==> src/rtl/uart_pkg.sv <==
// Shared state encoding and frame-geometry helpers for the UART transmitter.
package uart_pkg;

   typedef enum logic [2:0] {
      IDLE,
      START,
      DATA,
      PARITY,
      STOP
   } tx_state_e;

   function automatic int frame_bits(input int data_w, input int parity_en, input int stop_bits);
      return 1 + data_w + parity_en + stop_bits;
   endfunction

   function automatic int cnt_w(input int n);
      return (n < 2) ? 1 : $clog2(n);
   endfunction

endpackage

==> src/rtl/uart_piso_tx_if.sv <==
// Producer-side handshake plus serial line and status for the UART transmitter.
interface uart_piso_tx_if #(
   parameter int DATA_W = 8
);
   logic [DATA_W-1:0] tx_data;
   logic              tx_valid;
   logic              tx_ready;
   logic              serial_out;
   logic              tx_busy;
   logic              tx_done;

   modport master (
      output tx_data, tx_valid,
      input  tx_ready, serial_out, tx_busy, tx_done
   );

   modport slave (
      input  tx_data, tx_valid,
      output tx_ready, serial_out, tx_busy, tx_done
   );
endinterface

==> src/rtl/uart_baud_cnt.sv <==
// Bit-time divider: counts 0..CLKS_PER_BIT-1 while enabled, strobes o_bit_end on the last cycle.
// Held at zero while disabled; i_restart realigns the count when a new frame loads.
module uart_baud_cnt
   import uart_pkg::*;
#(
   parameter int CLKS_PER_BIT = 16
) (
   input  logic i_clk,
   input  logic i_clr_n,
   input  logic i_en,
   input  logic i_restart,
   output logic o_bit_end
);
   localparam int            CW   = cnt_w(CLKS_PER_BIT);
   localparam logic [CW-1:0] LAST = CW'(CLKS_PER_BIT - 1);

   logic [CW-1:0] r_cnt;

   always_ff @(posedge i_clk or negedge i_clr_n) begin
      if (!i_clr_n) begin
         r_cnt <= '0;
      end else if (i_restart || !i_en || o_bit_end) begin
         r_cnt <= '0;
      end else begin
         r_cnt <= r_cnt + 1'b1;
      end
   end

   assign o_bit_end = i_en && (r_cnt == LAST);

endmodule

==> src/rtl/uart_piso_tx.sv <==
// Parallel-in/serial-out UART transmitter with a one-word holding buffer for back-to-back frames.
// Outputs are registered one cycle behind the FSM; TX_READY is low while the holding buffer is full.
module uart_piso_tx
   import uart_pkg::*;
#(
   parameter int DATA_W       = 8,
   parameter int CLKS_PER_BIT = 16,
   parameter int STOP_BITS    = 1,
   parameter int PARITY_EN    = 0,
   parameter int PARITY_ODD   = 0,
   parameter int LSB_FIRST    = 1
) (
   input  logic           i_clk,
   input  logic           i_clr_n,
   uart_piso_tx_if.slave  io_tx
);
   localparam int BW = cnt_w(DATA_W);

   generate
      if (DATA_W < 5 || DATA_W > 9) begin : g_bad_data_w
         $error("uart_piso_tx: DATA_W must be in 5..9");
      end
      if (CLKS_PER_BIT < 2) begin : g_bad_clks
         $error("uart_piso_tx: CLKS_PER_BIT must be >= 2");
      end
      if (STOP_BITS != 1 && STOP_BITS != 2) begin : g_bad_stop
         $error("uart_piso_tx: STOP_BITS must be 1 or 2");
      end
   endgenerate

   tx_state_e         r_state;
   tx_state_e         w_state_nxt;
   logic [DATA_W-1:0] r_shift;
   logic [DATA_W-1:0] r_buf;
   logic              r_buf_full;
   logic              r_par;
   logic [BW-1:0]     r_bit_cnt;
   logic              r_ready;
   logic              r_serial;
   logic              r_busy;
   logic              r_done;

   logic              w_bit_end;
   logic              w_accept;
   logic              w_last_data;
   logic              w_last_stop;
   logic              w_frame_end;
   logic              w_load;
   logic              w_load_from_buf;
   logic              w_to_buf;
   logic              w_line;
   logic [DATA_W-1:0] w_load_word;
   logic [DATA_W-1:0] w_load_ord;

   uart_baud_cnt #(
      .CLKS_PER_BIT (CLKS_PER_BIT)
   ) u_baud (
      .i_clk     (i_clk),
      .i_clr_n   (i_clr_n),
      .i_en      (r_state != IDLE),
      .i_restart (w_load),
      .o_bit_end (w_bit_end)
   );

   assign w_accept    = io_tx.tx_valid && r_ready;
   assign w_last_data = (r_bit_cnt == BW'(DATA_W - 1));
   assign w_last_stop = (r_bit_cnt == BW'(STOP_BITS - 1));
   assign w_frame_end = (r_state == STOP) && w_bit_end && w_last_stop;
   // An accept can only land in the buffer when it is not consumed by a direct load.
   assign w_to_buf    = w_accept && !w_load;

   always_ff @(posedge i_clk or negedge i_clr_n) begin
      if (!i_clr_n) begin
         r_state <= IDLE;
      end else begin
         r_state <= w_state_nxt;
      end
   end

   always_comb begin
      w_state_nxt     = r_state;
      w_load          = 1'b0;
      w_load_from_buf = 1'b0;
      case (r_state)
         IDLE: begin
            if (w_accept) begin
               w_state_nxt = START;
               w_load      = 1'b1;
            end
         end
         START: begin
            if (w_bit_end) w_state_nxt = DATA;
         end
         DATA: begin
            if (w_bit_end && w_last_data) w_state_nxt = (PARITY_EN != 0) ? PARITY : STOP;
         end
         PARITY: begin
            if (w_bit_end) w_state_nxt = STOP;
         end
         STOP: begin
            if (w_frame_end) begin
               if (r_buf_full) begin
                  w_state_nxt     = START;
                  w_load          = 1'b1;
                  w_load_from_buf = 1'b1;
               end else if (w_accept) begin
                  w_state_nxt = START;
                  w_load      = 1'b1;
               end else begin
                  w_state_nxt = IDLE;
               end
            end
         end
         default: w_state_nxt = IDLE;
      endcase
   end

   // Words are stored in transmit order so the shifter always sends bit 0.
   always_comb begin
      w_load_word = w_load_from_buf ? r_buf : io_tx.tx_data;
      w_load_ord  = '0;
      for (int i = 0; i < DATA_W; i++) begin
         w_load_ord[i] = (LSB_FIRST != 0) ? w_load_word[i] : w_load_word[DATA_W-1-i];
      end
   end

   always_ff @(posedge i_clk or negedge i_clr_n) begin
      if (!i_clr_n) begin
         r_shift    <= '0;
         r_buf      <= '0;
         r_buf_full <= 1'b0;
         r_par      <= 1'b0;
         r_bit_cnt  <= '0;
      end else begin
         if (w_load) begin
            r_shift   <= w_load_ord;
            r_par     <= (^w_load_word) ^ (PARITY_ODD != 0);
            r_bit_cnt <= '0;
         end else if (w_bit_end) begin
            if (r_state == DATA) begin
               r_shift   <= r_shift >> 1;
               r_bit_cnt <= w_last_data ? '0 : r_bit_cnt + 1'b1;
            end else if (r_state == STOP) begin
               r_bit_cnt <= r_bit_cnt + 1'b1;
            end
         end
         if (w_load_from_buf) begin
            r_buf_full <= 1'b0;
         end else if (w_to_buf) begin
            r_buf      <= io_tx.tx_data;
            r_buf_full <= 1'b1;
         end
      end
   end

   always_comb begin
      w_line = 1'b1;
      case (r_state)
         START:   w_line = 1'b0;
         DATA:    w_line = r_shift[0];
         PARITY:  w_line = r_par;
         default: w_line = 1'b1;
      endcase
   end

   always_ff @(posedge i_clk or negedge i_clr_n) begin
      if (!i_clr_n) begin
         r_serial <= 1'b1;
         r_busy   <= 1'b0;
         r_done   <= 1'b0;
         r_ready  <= 1'b0;
      end else begin
         r_serial <= w_line;
         r_busy   <= (r_state != IDLE);
         r_done   <= w_frame_end;
         r_ready  <= w_load_from_buf || (!w_to_buf && !r_buf_full);
      end
   end

   assign io_tx.tx_ready   = r_ready;
   assign io_tx.serial_out = r_serial;
   assign io_tx.tx_busy    = r_busy;
   assign io_tx.tx_done    = r_done;

endmodule

==> src/flat_wrapper.sv <==
// flat-port wrapper written by rule: the top's interface ports become plain ports
module uart_piso_tx_flat import uart_pkg::*;
#(
   parameter int DATA_W       = 8,
   parameter int CLKS_PER_BIT = 16,
   parameter int STOP_BITS    = 1,
   parameter int PARITY_EN    = 0,
   parameter int PARITY_ODD   = 0,
   parameter int LSB_FIRST    = 1
)
  (i_clk, i_clr_n, io_tx_tx_data, io_tx_tx_valid, io_tx_tx_ready, io_tx_serial_out, io_tx_tx_busy, io_tx_tx_done);
  uart_piso_tx_if #(.DATA_W(DATA_W)) io_tx_i ();
  input  logic i_clk;
  input  logic i_clr_n;
  input wire logic [$bits(io_tx_i.tx_data)-1:0] io_tx_tx_data;
  input wire logic [$bits(io_tx_i.tx_valid)-1:0] io_tx_tx_valid;
  output wire logic [$bits(io_tx_i.tx_ready)-1:0] io_tx_tx_ready;
  output wire logic [$bits(io_tx_i.serial_out)-1:0] io_tx_serial_out;
  output wire logic [$bits(io_tx_i.tx_busy)-1:0] io_tx_tx_busy;
  output wire logic [$bits(io_tx_i.tx_done)-1:0] io_tx_tx_done;
  assign io_tx_i.tx_data = io_tx_tx_data;
  assign io_tx_i.tx_valid = io_tx_tx_valid;
  assign io_tx_tx_ready = io_tx_i.tx_ready;
  assign io_tx_serial_out = io_tx_i.serial_out;
  assign io_tx_tx_busy = io_tx_i.tx_busy;
  assign io_tx_tx_done = io_tx_i.tx_done;
  uart_piso_tx #(.DATA_W(DATA_W), .CLKS_PER_BIT(CLKS_PER_BIT), .STOP_BITS(STOP_BITS), .PARITY_EN(PARITY_EN), .PARITY_ODD(PARITY_ODD), .LSB_FIRST(LSB_FIRST)) u_core (.i_clk(i_clk), .i_clr_n(i_clr_n), .io_tx(io_tx_i));
endmodule
==> config.mk <==
export PLATFORM = sky130hd
export DESIGN_NAME = uart_piso_tx_flat
export DESIGN_NICKNAME = d
export VERILOG_FILES = /design/src/rtl/uart_pkg.sv /design/src/rtl/uart_piso_tx_if.sv /design/src/rtl/uart_baud_cnt.sv /design/src/rtl/uart_piso_tx.sv /design/src/flat_wrapper.sv
export SDC_FILE = /design/constraint.sdc
export NUM_CORES = 1
export LEC_CHECK = 0
export BUFFER_PORTS_ARGS = -buffer_cell sky130_fd_sc_hd__buf_2
export CORE_UTILIZATION = 55
export DETAILED_ROUTE_END_ITERATION = 6
export GPL_ROUTABILITY_DRIVEN = 0
export PLACE_DENSITY_LB_ADDON = 0.12
export SLEW_MARGIN = 10
export SYNTH_ARGS = -nofsm -noshare
export SYNTH_HDL_FRONTEND = slang
export SYNTH_HIERARCHICAL = 1
export SYNTH_SLANG_ARGS = --single-unit
==> constraint.sdc <==
create_clock -name i_clk -period 2.73 [get_ports i_clk]
set_clock_uncertainty 0.1 [all_clocks]
set_input_delay 0.273 -clock i_clk [delete_from_list [all_inputs] [get_ports i_clk]]
set_output_delay 0.273 -clock i_clk [all_outputs]
set_load 0.1 [all_outputs]
==> results.yml <==
die:
  rows: 19
  start_util_pct: 60.2
  die_h_um: 57.9
  io_pins: 15
  coreArea_um2: 2850
  dieArea_um2: 3350
  die_w_um: 57.9
route:
  wirelength_um: 3010
  via_per_inst: 5.60
  wl_per_cell_um: 15.2
  drc_errors: 2
  first_pass_iters: 5
  antenna_left: 0
  vias: 1108
  dr.first_iter.drc_count: 23
clock_network:
  clock_latency_ns: 0.34
  cts_tree: "built"
  clkTransAtPathRegs_ns: 0.10
  clock-sinks: 32
  htree_levels: 2
  numCtsBuffers: 5
  cts_max_path_buffers: 2
  cts_setup_buffers: 0
  root_buffer: "clkbuf_4"
yosys:
  synthArstFlopShare_pct: 100
  syn_area_per_cell_um2: 12.0
  ys_seq_area_share_pct: 46.7
  synthAdderAreaFrac_pct: 2.91
  synth.cell_area_um2: 1720
  synth_xor_area_share_pct: 8.16
  synth_top_family_by_area: "multiplexers"
  synth.area.top_cells: "dfrtp_1, mux2i_1, xnor2_1, mux2_2, ha_1"
  syn_nets: 158
  synth_edf_count: 0
  synth_flop_cell: "dfrtp_1"
  synth_top_area_share_pct: 45.2
  synth_cells: 143
  ys_warn_count: 6
  ys_ff_latch: 32
  yosys.area.top_type: "dfrtp_1"
  synth_compound_area_share_pct: 6.48
  yosys.area_share.simple_pct: 12.5
  yosysUniqueCellTypes: 37
  synth.mux.area_fraction_pct: 20.4
global_routing:
  grt_pass1_vias: 1159
  grt.total_usage_pct: 21.2
  grt_max_degree: 33
  use_met1_pct: 24.9
  antenna_found_initial: 0
  grt_overflow: 0
  grtUsageMet2_pct: 34.3
  top_usage_layer: "met2"
  grt_pass1_wl_um: 5180
  grt_util_met3_pct: 7.14
layout:
  finalCoreUtilization_pct: 66.8
  final_cells: 198
  syn_to_final_growth_pct: 11.0
  final_nets: 181
  n_antenna_cell: 0
  fillers: 236
  drive_gt1_share_pct: 26.3
placed_design:
  port_buffers: 14
  dp_hpwl_um: 2180
  dp_cells: 189
  place_ws_ns: 0.322
worst_setup_path:
  rrSetupSlack_ns: 0.31
  path_max_fanout: 10
  critical-path-max-stage-delay_ns: 0.47
  startpoint_type: "register"
  slowest_stage: "a21oi_2"
  worst_setup_path_end_kind: "register"
  crit_chain: "or3_1 -> and4_1 -> nand3b_2 -> nand2_1 -> a21oi_2 -> mux2_2"
  critical_path_class: "register to register"
  cp.required_ns: 2.86
  worstPathArrival_ns: 2.55
sta:
  period_needed_ns: 2.42
  fmax_mhz: 413
  slew_violations: 0
  rsz0062_at_grt: "false"
  slew_headroom_pct: 52.0
  fin_ws_ns: 0.307
  finalHoldViolCount: 0
  worst_slew_pin_slew_ns: 0.720
  fin_setup_tns_ns: 0
  fin_crit_sh_pct: 88.8
  finalSetupViolCount: 0
power:
  power_mw: 1.94
  p_leak_nw: 0.826
  powerDensity_nw_per_um2: 1020
  ir_drop_v: 0.000690
run_status:
  violations: "DRC"
  outcome: "finished, violations left"
flow_run:
  max-cap-violations: 0
min_path:
  hp-class: "input pin to register"
per-layer routing:
| metal | vias up | wire [um] |
|---|---|---|
| met5 | - | 0 |
| met2 | 18 | 1480 |
| met1 | 531 | 1320 |
| li1 | 548 | - |
| met4 | 0 | 97 |
| met3 | 11 | 111 |
cell usage in the layout, fill, tap and decap left out, drive strengths merged, types with 2 or more instances in the layout:
cell type  instances
a21oi              5
buf               20
clkbuf             8
dfrtp             31
ha                 4
inv                4
mux2               8
mux2i             26
nand2              6
nand2b             4
nand3              2
nand3b             2
nor2              10
nor3b              2
o21ai              2
or2                2
xnor2             15
stage by stage:
step	hold WS, ns	instance area [um^2]
CTS	0.0836	1910
finish	0.106	1910
floorplan	-0.123	1720
global placement	0.245	1840
global route	0.0908	1910
detailed placement	0.262	1840
final cells by class:
| type | instances | area [um^2] | share of cell area, % |
|---|---|---|---|
| clock buffer | 8 | 58.8 | 3.08 |
| timing repair buffer | 21 | 125 | 6.56 |
| inverter | 4 | 15.0 | 0.787 |
| multi-input combinational | 102 | 867 | 45.5 |
| tap | 31 | 38.8 | 2.03 |
| sequential | 32 | 802 | 42.1 |
cells by family after synthesis:
kind of cell / count (synthesis)
flops: 32
simple gates: 35
buf+inv: 9
xor+xnor: 16
mux: 34
compound gates: 13
fa+ha+maj: 4
where the power goes:
part,total (mW),switching [mW],internal (mW)
combinational,0.824,0.446,0.378
clock,0.285,0.158,0.127
sequential,0.827,0.146,0.682
Yosys cell counts, types with 2 or more instances:
library cell / instances
nor3b_1: 2
inv_1: 4
nand2_1: 6
o21ai_0: 2
a21oi_1: 3
nand3_1: 2
nor2_1: 9
dfrtp_1: 31
buf_2: 3
xnor2_1: 15
ha_1: 4
mux2i_1: 26
mux2_2: 8
or2_2: 2
nand2b_1: 3
a21oi_2: 2
worst max-delay path: cells and delay by family, from the launching register on:
kind	cells	cell delay (ns)
simple gates	4	0.94
compound gates	1	0.47
mux	1	0.40
flops	1	0.39
registers in the layout, summed over array words and instances (netlist names):
name                     cells
u_core/io_tx.serial_out      1
u_core/io_tx.tx_busy         1
u_core/io_tx.tx_done         1
u_core/io_tx.tx_ready        1
u_core/r_bit_cnt             3
u_core/r_buf                 8
u_core/r_buf_full            1
u_core/r_par                 1
u_core/r_shift               8
u_core/r_state               3
u_core/u_baud/r_cnt          4
final timing paths:
kind | start | endpoint | cells after the start
worst max-delay path | u_core/r_state[2] | u_core/r_buf[6] | 6
worst min-delay path | io_tx_tx_data[1] | u_core/r_buf[1] | 2
worst max register to register | u_core/r_state[2] | u_core/r_buf[6] | 6
worst min register to register | u_core/u_baud/r_cnt[0] | u_core/u_baud/r_cnt[0] | 1
max in group asynchronous | i_clr_n | u_core/r_shift[5] | 2
min in group asynchronous | i_clr_n | u_core/r_bit_cnt[1] | 2
what timing repair did:
item                                   CTS  global route
endpoints found under the hold margin   31             0
hold buffers                             1             0
gates resized for setup                  0             0
(Power assumes the default switching activity.)
